<file path="src/rtl/pe_host_sequencer.sv">
// Standalone run controller for one PE: reset, config load over MMIO, execute, drain, result read.
// Optional RUN/DRAIN watchdog is compiled in when PE_SEQ_TIMEOUT_EN is defined.
module pe_host_sequencer #(
   parameter int INDEX_WIDTH     = 16,
   parameter int DATA_WIDTH      = 32,
   parameter int COUNT_WIDTH     = 32,
   parameter int PE_RESET_CYCLES = 4,
   parameter int RESULT_INDEX    = 0,
   parameter int TIMEOUT_CYCLES  = 1000000
) (
   input  logic                   clock,
   input  logic                   reset_n,
   input  logic                   start,
   output logic                   busy,
   output logic                   done,
   output logic                   error,
   output logic [DATA_WIDTH-1:0]  result,
   output logic [COUNT_WIDTH-1:0] cycle_count,
   input  logic                   cfg_valid,
   output logic                   cfg_ready,
   input  logic [INDEX_WIDTH-1:0] cfg_index,
   input  logic [DATA_WIDTH-1:0]  cfg_data,
   input  logic                   cfg_last,
   output logic                   pe_reset,
   output logic                   pe_enable,
   output logic                   pe_execute,
   input  logic                   pe_halted,
   input  logic                   pe_channels_quiescent,
   input  logic                   pe_router_quiescent,
   output logic                   host_write_req,
   input  logic                   host_write_ack,
   output logic [INDEX_WIDTH-1:0] host_write_index,
   output logic [DATA_WIDTH-1:0]  host_write_data,
   output logic                   host_read_req,
   input  logic                   host_read_ack,
   output logic [INDEX_WIDTH-1:0] host_read_index,
   input  logic [DATA_WIDTH-1:0]  host_read_data
);

   typedef enum logic [2:0] {
      S_IDLE     = 3'd0,
      S_PE_RESET = 3'd1,
      S_LOAD     = 3'd2,
      S_RUN      = 3'd3,
      S_DRAIN    = 3'd4,
      S_READ     = 3'd5,
      S_DONE     = 3'd6,
      S_ERROR    = 3'd7
   } state_e;

   localparam int RST_W = (PE_RESET_CYCLES > 1) ? $clog2(PE_RESET_CYCLES) : 1;
   localparam logic [RST_W-1:0]       RST_LAST = RST_W'(PE_RESET_CYCLES - 1);
   localparam logic [COUNT_WIDTH-1:0] CNT_MAX  = {COUNT_WIDTH{1'b1}};

   state_e                 state_q, state_d;
   logic [RST_W-1:0]       rst_cnt_q, rst_cnt_d;
   logic                   wr_pend_q, wr_pend_d;
   logic                   wr_last_q, wr_last_d;
   logic [INDEX_WIDTH-1:0] wr_index_q, wr_index_d;
   logic [DATA_WIDTH-1:0]  wr_data_q, wr_data_d;
   logic [DATA_WIDTH-1:0]  result_q, result_d;
   logic [COUNT_WIDTH-1:0] count_q, count_d;
   logic                   busy_q, busy_d;
   logic                   done_q, done_d;
   logic                   cfg_ready_q, cfg_ready_d;
   logic                   pe_reset_q, pe_reset_d;
   logic                   pe_enable_q, pe_enable_d;
   logic                   pe_execute_q, pe_execute_d;
   logic                   rd_req_q, rd_req_d;
   logic [INDEX_WIDTH-1:0] rd_index_q, rd_index_d;
   logic                   wd_expire_s;

   // Next-state, datapath and registered-output decode.
   always_comb begin
      state_d    = state_q;
      rst_cnt_d  = rst_cnt_q;
      wr_pend_d  = wr_pend_q;
      wr_last_d  = wr_last_q;
      wr_index_d = wr_index_q;
      wr_data_d  = wr_data_q;
      result_d   = result_q;
      count_d    = count_q;
      case (state_q)
         S_IDLE, S_DONE, S_ERROR: begin
            if (start) begin
               state_d   = S_PE_RESET;
               rst_cnt_d = {RST_W{1'b0}};
               count_d   = {COUNT_WIDTH{1'b0}};
               result_d  = {DATA_WIDTH{1'b0}};
            end else begin
               state_d = state_q;
            end
         end
         S_PE_RESET: begin
            if (rst_cnt_q == RST_LAST) begin
               state_d = S_LOAD;
            end else begin
               rst_cnt_d = rst_cnt_q + RST_W'(1'b1);
            end
         end
         S_LOAD: begin
            // One write in flight at a time; the next word is taken only after its ack.
            if (wr_pend_q) begin
               if (host_write_ack) begin
                  wr_pend_d = 1'b0;
                  state_d   = wr_last_q ? S_RUN : S_LOAD;
               end else begin
                  wr_pend_d = 1'b1;
               end
            end else if (cfg_valid) begin
               wr_pend_d  = 1'b1;
               wr_last_d  = cfg_last;
               wr_index_d = cfg_index;
               wr_data_d  = cfg_data;
            end else begin
               wr_pend_d = 1'b0;
            end
         end
         S_RUN: begin
            if (count_q != CNT_MAX) begin
               count_d = count_q + COUNT_WIDTH'(1'b1);
            end else begin
               count_d = count_q;
            end
            if (wd_expire_s) begin
               state_d = S_ERROR;
            end else if (pe_halted) begin
               state_d = S_DRAIN;
            end else begin
               state_d = S_RUN;
            end
         end
         S_DRAIN: begin
            if (wd_expire_s) begin
               state_d = S_ERROR;
            end else if (pe_channels_quiescent && pe_router_quiescent) begin
               state_d = S_READ;
            end else begin
               state_d = S_DRAIN;
            end
         end
         S_READ: begin
            if (host_read_ack) begin
               result_d = host_read_data;
               state_d  = S_DONE;
            end else begin
               state_d = S_READ;
            end
         end
         default: state_d = S_IDLE;
      endcase

      busy_d       = state_d inside {S_PE_RESET, S_LOAD, S_RUN, S_DRAIN, S_READ};
      done_d       = (state_d == S_DONE);
      pe_reset_d   = (state_d == S_IDLE) || (state_d == S_PE_RESET);
      pe_enable_d  = state_d inside {S_LOAD, S_RUN, S_DRAIN, S_READ};
      pe_execute_d = (state_d == S_RUN);
      cfg_ready_d  = (state_d == S_LOAD) && !wr_pend_d;
      rd_req_d     = (state_d == S_READ);
      rd_index_d   = rd_req_d ? INDEX_WIDTH'(RESULT_INDEX) : {INDEX_WIDTH{1'b0}};
   end

   // State, datapath and output registers.
   always_ff @(posedge clock or negedge reset_n) begin
      if (!reset_n) begin
         state_q      <= S_IDLE;
         rst_cnt_q    <= {RST_W{1'b0}};
         wr_pend_q    <= 1'b0;
         wr_last_q    <= 1'b0;
         wr_index_q   <= {INDEX_WIDTH{1'b0}};
         wr_data_q    <= {DATA_WIDTH{1'b0}};
         result_q     <= {DATA_WIDTH{1'b0}};
         count_q      <= {COUNT_WIDTH{1'b0}};
         busy_q       <= 1'b0;
         done_q       <= 1'b0;
         cfg_ready_q  <= 1'b0;
         pe_reset_q   <= 1'b1;
         pe_enable_q  <= 1'b0;
         pe_execute_q <= 1'b0;
         rd_req_q     <= 1'b0;
         rd_index_q   <= {INDEX_WIDTH{1'b0}};
      end else begin
         state_q      <= state_d;
         rst_cnt_q    <= rst_cnt_d;
         wr_pend_q    <= wr_pend_d;
         wr_last_q    <= wr_last_d;
         wr_index_q   <= wr_index_d;
         wr_data_q    <= wr_data_d;
         result_q     <= result_d;
         count_q      <= count_d;
         busy_q       <= busy_d;
         done_q       <= done_d;
         cfg_ready_q  <= cfg_ready_d;
         pe_reset_q   <= pe_reset_d;
         pe_enable_q  <= pe_enable_d;
         pe_execute_q <= pe_execute_d;
         rd_req_q     <= rd_req_d;
         rd_index_q   <= rd_index_d;
      end
   end

`ifdef PE_SEQ_TIMEOUT_EN
   localparam int WD_W = (TIMEOUT_CYCLES > 1) ? $clog2(TIMEOUT_CYCLES) : 1;
   logic [WD_W-1:0] wd_q;
   logic            error_q;

   assign wd_expire_s = ((state_q == S_RUN) || (state_q == S_DRAIN)) &&
                        (wd_q == WD_W'(TIMEOUT_CYCLES - 1));

   // Watchdog over RUN+DRAIN and the registered error flag.
   always_ff @(posedge clock or negedge reset_n) begin
      if (!reset_n) begin
         wd_q    <= {WD_W{1'b0}};
         error_q <= 1'b0;
      end else begin
         if ((state_q == S_RUN) || (state_q == S_DRAIN)) begin
            wd_q <= wd_q + WD_W'(1'b1);
         end else begin
            wd_q <= {WD_W{1'b0}};
         end
         error_q <= (state_d == S_ERROR);
      end
   end

   assign error = error_q;
`else
   assign wd_expire_s = 1'b0;
   assign error       = 1'b0;
`endif

   assign busy             = busy_q;
   assign done             = done_q;
   assign result           = result_q;
   assign cycle_count      = count_q;
   assign cfg_ready        = cfg_ready_q;
   assign pe_reset         = pe_reset_q;
   assign pe_enable        = pe_enable_q;
   assign pe_execute       = pe_execute_q;
   assign host_write_req   = wr_pend_q;
   assign host_write_index = wr_index_q;
   assign host_write_data  = wr_data_q;
   assign host_read_req    = rd_req_q;
   assign host_read_index  = rd_index_q;

endmodule

</file>
<file path="config.mk">
export PLATFORM = sky130hd
export DESIGN_NAME = pe_host_sequencer
export DESIGN_NICKNAME = d
export VERILOG_FILES = /design/src/rtl/pe_host_sequencer.sv
export SDC_FILE = /design/constraint.sdc
export NUM_CORES = 1
export LEC_CHECK = 0
export BUFFER_PORTS_ARGS = -buffer_cell sky130_fd_sc_hd__buf_2
export CAP_MARGIN = 20
export CORE_ASPECT_RATIO = 0.7
export CORE_UTILIZATION = 42
export DETAILED_ROUTE_END_ITERATION = 10
export GPL_TIMING_DRIVEN = 0
export PLACE_DENSITY = 0.7
export SLEW_MARGIN = 15
export SYNTH_ARGS = -nofsm -noshare
export SYNTH_HDL_FRONTEND = slang
export SYNTH_SLANG_ARGS = --single-unit
</file>
<file path="constraint.sdc">
create_clock -name clock -period 4.3 [get_ports clock]
set_clock_uncertainty 0.05 [all_clocks]
set_input_delay 0.86 -clock clock [delete_from_list [all_inputs] [get_ports clock]]
set_output_delay 0.86 -clock clock [all_outputs]
set_load 0.01 [all_outputs]
</file>
# Yosys cells after proc, flatten, opt, wreduce, memory -nomap -nowiden
# Index checks and enable logic that the tools add are counted.
dict set report totals {
  reg_bits 126
  latch_bits 0
  mem_bits_rw 0
  mem_bits_ro 0
  in_bits 90
  out_inout_bits 137
  word_cells 74
  mem_count 0
}
dict set report op_classes {
  addsub 2
  mul 0
  div_mod_pow 0
  magnitude_cmp 0
  n_eq_ne 19
  n_shift 0
  mux 21
  bitwise_logic 1
  n_reduce_logical 16
}
# op count
set ops {}
lappend ops {{$pmux W32 S2} 2}
lappend ops {{$mux W32} 3}
lappend ops {{$add A32 B1 Y32 const B} 1}
lappend ops {{$ne A32 B32 Y1 const B} 1}
lappend ops {{$eq A3 B3 Y1 const B} 7}
lappend ops {{$pmux W3 S6} 1}
lappend ops {{$mux W3} 5}
lappend ops {{$eq A3 B2 Y1 const B} 4}
lappend ops {{$reduce_and A3 Y1} 4}
lappend ops {{$ne A2 B2 Y1 const B} 4}
lappend ops {{$eq A3 B1 Y1 const B} 2}
lappend ops {{$logic_not A3 Y1} 2}
lappend ops {{$mux W1} 6}
lappend ops {{$mux W2} 3}
lappend ops {{$reduce_bool A2 Y1} 3}
lappend ops {{$reduce_bool A5 Y1} 1}
lappend ops {{$pmux W2 S2} 1}
lappend ops {{$reduce_bool A4 Y1} 1}
lappend ops {{$reduce_or A3 Y1} 1}
lappend ops {{$add A2 B1 Y2 const B} 1}
lappend ops {{$eq A2 B2 Y1 const B} 1}
lappend ops {{$logic_and A1 B1 Y1} 2}
lappend ops {{$logic_not A1 Y1} 1}
lappend ops {{$logic_or A1 B1 Y1} 1}
lappend ops {{$not A1 Y1} 1}

# Depth between registers and ports, before layout
# Gate-level depths: netlist (run 1).
dict set report depth {
  ltp_word 6
  mapped_depth 8
  mapped_depth_nobuf 6
}

# Least setup slack after synthesis (run 1)
# No wires, ideal clock.
dict set report synth_timing {
  path_type {register to register}
  start {register count_q[8] (netlist: cycle_count[8])}
  end {register count_q[19] (netlist: cycle_count[19])}
  setup_ps 110
  t_arrival_ps 2038
  required_time_ps 4140
  slack_ps 2102
  stages_incl_launch_ff 9
  n_path_buf 3
  period_less_slack_ps 2198
  path_cell_list {dfrtp_1 -> buf_4 -> nand4_2 -> or3_1 -> buf_2 -> o41ai_4 -> buf_6 -> o21ai_0 -> o41ai_1}
}
dict set report synth_between {
  elab_chain_cells 3
  elab_cells_between_ends 6
  cone_classes {add/sub: 1; eq/ne: 2; mux: 2; reduce/logical: 1}
}
# item line
set synth_rtl {}
lappend synth_rtl {{from (decl)} 62} ;# logic [COUNT_WIDTH-1:0] count_q, count_d;
lappend synth_rtl {{from (signal assigned)} 173} ;# count_q <= {COUNT_WIDTH{1'b0}};
lappend synth_rtl {{from (signal assigned)} 190} ;# count_q <= count_d;
lappend synth_rtl {{$add A32 B1 Y32 or $ne A32 B32 Y1 (tied branches)} {121, 120}}
lappend synth_rtl {{$mux W32 or $ne A2 B2 Y1 (tied branches)} n/a}
lappend synth_rtl {{$pmux W32 S2 or $reduce_and A3 Y1 (tied branches)} n/a}
# Several ways; a longest one is shown, not always the timed one. The select of a mux whose other input is x is not followed.
# A chain may end at the register's enable or synchronous reset.

# Worst setup path in the final report (run 1)
dict set report layout_timing {
  start {register count_q[7] (netlist: cycle_count[7])}
  end {register count_q[19] (netlist: cycle_count[19])}
}
# The elaborated chain is that of the path after synthesis.

==> flow_summary.yaml, run 1 <==
outcome:
  status: "complete, no violations"
flow_run:
  maxCapViolCount: 0
sta:
  setup_tns_ps: 0
  finalHoldViolations: 0
  fin_crit_ps: 2530
  fin_ws_ps: 1770
  fin_crit_sh: 0.589
  fmax_mhz: 395
  rsz0062_at_grt: "false"
  finalSetupViolCount: 0
  maxSlewHeadroom: 0.535
  slew_violations: 0
  tightest_slew_ps: 695
floorplan:
  start_util: 0.436
  dieArea_sq_um: 14300
  fp.dieH_um: 100
  core-area_sq_um: 13300
  pin_count: 227
  placementRows: 35
  die_w_um: 143
critical_path:
  crit_chain: "nand4_2 > or3_1 > buf_2 > o41ai_4 > buf_6 > o21ai_0 > o41ai_1"
  arrival_ps: 2790
  slowest_delay_ps: 710
  critPathTopFamily: "compound AO/OA/AOI/OAI gates"
  cp_slowest_cell: "o41ai_4"
  critPathRequiredTime_ps: 4550
  crit_path_end_kind: "register"
  worstSetupPathType: "register to register"
  cp_max_fo: 10
  critPathBufInv: 2
  crit_path_start_kind: "register"
synthesis:
  synth_common_cells: "dfrtp_1, nand2_1, o21ai_0"
  synth-main-ff-cell: "dfrtp_1"
  synth_area_leaders: "dfrtp_1, mux2_2, nand2_1"
  synth_top_area_frac: 0.539
  synth_area_leader_cell: "dfrtp_1"
  synth_seq_cells: 126
  yosys_warnings: 0
  synth.cell_area_sq_um: 5810
  yosysUniqueCellTypes: 54
  synthArstFlopShare: 1.00
  yosysSeqAreaShare: 0.543
  synth_edf_count: 0
  avgSynthCellArea_sq_um: 10.7
  synth.most_common_cell: "dfrtp_1"
  syn_inst: 545
place:
  gp_congestion: 0.860
  numPortBuffers: 209
  dp_hpwl_um: 11500
  preCtsSetupSlack_ps: 1710
routing:
  first_pass_iters: 5
  dr_wl_met3_um: 1250
  dr.max_layer_used: "met4"
  num_vias: 5197
  met2WireLength_um: 7660
  drcViolationCount: 0
  drt_wl_total_um: 15700
  ant_nets: 0
  post_drt_wl_per_cell_um: 15.9
  drt_first_iter_violations: 259
  wl_met1_um: 6520
  avgViaCountPerCell: 5.27
global_route:
  grt_pass1_wl_um: 25200
  grt_pass1_vias: 5139
  grt_antenna_before_repair: 0
  grt_max_degree: 77
  grt_usage: 0.228
  overflow: 0
layout:
  areaGrowthSynthToFinish_pct: 34.2
  finalNetCount: 883
  insertedDiodeCount: 0
  drive_gt1_frac: 0.410
  nFillCells: 1205
cts:
  clk_latency_ps: 410
  ctsHoldBuffers: 0
  cts_buffers: 17
  cts_root_buf: "clkbuf_16"
  ctsHtreeMaxLevel: 4
  postCtsResizedCells: 0
  post_cts_buffers: 0
  cts_tree: "done"
  clkSlewWorstSetupHoldPaths_ps: 60
  cts.sinks: 126
  cts_max_path_buffers: 2
worst_hold_path:
  hold_path_class: "input port to asynchronous set/reset pin"
pwr:
  cellPowerDensity_nw_per_um2: 631
  peakVddDrop_mv: 0.388
  p_leak_nw: 3.89
[report_power, final]
group	total, mW	internal [mW]	switching (mW)	leakage [nW]
registers	1.75	1.56	0.193	1.66
clock network	1.49	0.943	0.543	0.288
logic	1.68	0.698	0.978	1.94
total	4.92	3.20	1.71	3.89
[stage by stage]
step,power [mW],instances,hold WS [ps],cell area [sq um],util
global route,5.22,987,361,7790,0.585
floorplan,2.76,561,407,5870,-
detailed placement,3.45,956,415,7180,0.539
finish,4.92,987,345,7790,0.585
global placement,3.38,955,410,7150,0.537
CTS,4.95,987,356,7790,0.585
[state kept, by name (all words and copies together) (netlist names)]
register and cells:
busy 1, cfg_ready 1, cycle_count 32, done 1, host_read_req 1, host_write_data 32
host_write_index 16, host_write_req 1, pe_enable 1, pe_execute 1, pe_reset 1, result 32
rst_cnt_q 2, state_q 3, wr_last_q 1
[cells in the final DEF (no fill, tap or decap), types with 13 or more instances in the layout]
master and instances:
a31oi_1 13, buf_2 214, buf_4 18, clkbuf_1 22, clkbuf_16 17, conb_1 17
dfrtp_1 125, mux2_2 52, nand2_1 88, nand3_1 16, nor2_1 15, o21ai_0 64
o31ai_1 15
[kinds of logic (layout without fill, tap and decap cells)]
logic type / after synthesis / count (layout) / share of synthesized area
and+or+nand+nor: 179 / 179 / 0.153
AOI/OAI and AO/OA: 128 / 128 / 0.141
DFF: 126 / 126 / 0.543
muxes: 54 / 54 / 0.104
buffers and inverters: 54 / 295 / 0.0517
adders and majority gates: 3 / 3 / 0.00646
other: 1 / 17 / 0.000646
[metal layers]
| layer | global-route usage | up-vias |
|---|---|---|
| li1 | - | 2433 |
| met1 | 0.284 | 2525 |
| met2 | 0.363 | 217 |
| met3 | 0.0768 | 22 |
| met4 | 0.0993 | 0 |
| met5 | 0 | - |
[path summary, 6_finish.rpt]
kind                                start         endpoint  slack, ps  cells past startpoint
max                        cycle_count[7]  cycle_count[19]       1770                      7
min                               reset_n  cycle_count[10]        350                      1
min in group clock             result[23]       result[23]        420                      2
max reg2reg                cycle_count[7]  cycle_count[19]       1770                      7
min reg2reg                    result[23]       result[23]        420                      2
max in group asynchronous         reset_n         pe_reset       3070                      2
[worst register-to-register path, stage by stage (launching register included)]
cell and delay [ps]:
dfrtp_1 510, nand4_2 190, or3_1 390, buf_2 170, o41ai_4 710, buf_6 230
o21ai_0 110, o41ai_1 80
[cell type report]
type	instances	area, sq um	share of cell area
repair buffers	210	1080	0.139
clock buffers	19	453	0.0581
clock inverters	12	160	0.0206
well taps	185	231	0.0297
multi-input cells	381	2410	0.310
plain buffers	51	289	0.0371
flip-flops and latches	126	3150	0.405
inverters	3	11.3	0.00145
(Power assumes the default switching activity.)
==> run 2: changes to the inputs <==
==> constraint.sdc (replaced) <==
create_clock -name clock -period 2.4 [get_ports clock]
set_clock_uncertainty 0.05 [all_clocks]
set_input_delay 0.48 -clock clock [delete_from_list [all_inputs] [get_ports clock]]
set_output_delay 0.48 -clock clock [all_outputs]
set_load 0.01 [all_outputs]
==> run 2 against run 1 <==
  * Clock power rose by 79%
  * Non-clock buffer count increased by 8
  * Via count rose by 0.40%
  * Hold slack worse by 96 ps
  * Register-to-register slack lost 1600 ps
  * Critical path type unchanged
  * Worst setup slack worse by 1600 ps
  * Largest cell class unchanged
  * Die area did not move
  * Sequential power is 79% higher
  * Final cell count grew 0.81%
  * Combinational power rose by 86%
  * Wire length increased by 0.97%
==> flow_summary.yaml, run 2 (synthesized netlist as in run 1, its figures left out) <==
outcome:
  status: "complete, no violations"
routing:
  num_vias: 5218
  drt_wl_total_um: 15800
  first_pass_iters: 5
  drt_first_iter_violations: 239
  ant_nets: 0
  drcViolationCount: 0
  post_drt_wl_per_cell_um: 15.9
  avgViaCountPerCell: 5.24
sta:
  finalSetupViolCount: 0
  tightest_slew_ps: 655
  fmax_mhz: 442
  setup_tns_ps: 0
  fin_crit_sh: 0.943
  slew_violations: 0
  finalHoldViolations: 0
  fin_crit_ps: 2260
  maxSlewHeadroom: 0.563
layout:
  finalNonFillerCells: 995
  stdcell_area_sq_um: 7910
  finalNetCount: 891
  layout_common_cells: "buf_2, dfrtp_1, nand2_1"
  layout_commonest_cell: "buf_2"
  insertedDiodeCount: 0
  fin_util: 0.594
  areaGrowthSynthToFinish_pct: 36.1
  drive_gt1_frac: 0.428
  nFillCells: 1189
floorplan:
  pin_count: 227
  die_w_um: 143
  start_util: 0.436
  dieArea_sq_um: 14300
  placementRows: 35
  core-area_sq_um: 13300
  fp.dieH_um: 100
cts:
  cts_buffers: 17
  cts_tree: "done"
  clkSlewWorstSetupHoldPaths_ps: 60
  cts.sinks: 126
  ctsHtreeMaxLevel: 4
  clk_latency_ps: 410
  cts_max_path_buffers: 2
  cts_root_buf: "clkbuf_16"
pwr:
  p_int_mw: 5.83
  peakVddDrop_mv: 0.703
  cellPowerDensity_nw_per_um2: 1130
  p_sw_mw: 3.10
  switching_share: 0.347
  combPwrFrac: 0.350
  p_leak_nw: 3.95
  p_seq_frac: 0.352
  power.total_mw: 8.93
  clkPwrFrac: 0.298
critical_path:
  crit_path_start_kind: "register"
  crit_path_end_kind: "register"
  worstSetupPathType: "register to register"
  cp_max_fo: 10
  critPathRequiredTime_ps: 2650
  arrival_ps: 2510
global_route:
  grt_pass1_vias: 5200
  grt_pass1_wl_um: 25400
  grt_usage: 0.230
  grt_antenna_before_repair: 0
  overflow: 0
  grt_max_degree: 77
place:
  detailed_place.area_sq_um: 7180
  gp_congestion: 0.860
  dp.cells: 956
  numPortBuffers: 209
  dp_hpwl_um: 11500
flow_run:
  maxCapViolCount: 0
worst_hold_path:
  hold_path_class: "input port to register"
==> run 2: metrics by stage <==
| stage | worst slack [ps] | hold WS, ps |
|---|---|---|
| 2_1_floorplan | 202 | 134 |
| 3_3_place_gp | -766 | 410 |
| 3_5_place_dp | -189 | 415 |
| 4_1_cts | 57.5 | 227 |
| 5_1_grt | -7.14 | 227 |
| 6_report | 137 | 249 |
==> run 2: cell type report <==
type                    instances  area [sq um]  share of cell area
repair buffers                218          1150               0.146
inverters                       3          11.3             0.00142
multi-input cells             381          2440               0.309
clock inverters                12           160              0.0203
plain buffers                  51           297              0.0375
clock buffers                  19           453              0.0573
well taps                     185           231              0.0293
flip-flops and latches        126          3150               0.399
==> run 2: power groups by stage <==
stage | Clock, mW | Combinational (mW) | Sequential [mW]
floorplan | 0 | 1.51 | 3.44
global placement | 0 | 2.92 | 3.13
detailed placement | 0 | 3.02 | 3.16
CTS | 2.69 | 3.13 | 3.15
global route | 2.80 | 3.45 | 3.23
finish | 2.67 | 3.13 | 3.14
==> run 2: final timing paths <==
check / startpoint / to / slack, ps / cells past startpoint
worst max-delay path: cycle_count[7] / cycle_count[21] / 140 / 8
worst min-delay path: cfg_index[2] / host_write_index[2] / 250 / 2
worst max register to register: cycle_count[7] / cycle_count[21] / 140 / 8
worst min register to register: result[23] / result[23] / 420 / 2
max in group asynchronous: reset_n / pe_reset / 980 / 3
min in group asynchronous: reset_n / cycle_count[10] / 540 / 2
==> run 2: per-layer routing <==
| layer | global-route usage | vias up | routed length, um |
|---|---|---|---|
| li1 | - | 2446 | - |
| met1 | 0.287 | 2540 | 6680 |
| met2 | 0.370 | 210 | 7740 |
| met3 | 0.0744 | 22 | 1210 |
| met4 | 0.0951 | 0 | 225 |
| met5 | 0 | - | 0 |
==> run 2: timing repair <==
item                                    in CTS  in global routing
pin swaps                                    2                  2
setup buffers                                7                  0
hold buffers                                 1                  0
endpoints found under the setup margin      56                 86
endpoints found under the hold margin       50                  0
resized for setup                            3                 14
==> run 2: critical path, cell delays in order (launching register included) <==
cell and delay, ps:
dfrtp_1 510, nand4_2 200, or3_1 390, buf_2 160, o41ai_4 360, buf_4 170
buf_6 130, o21ai_0 100, o41ai_1 80
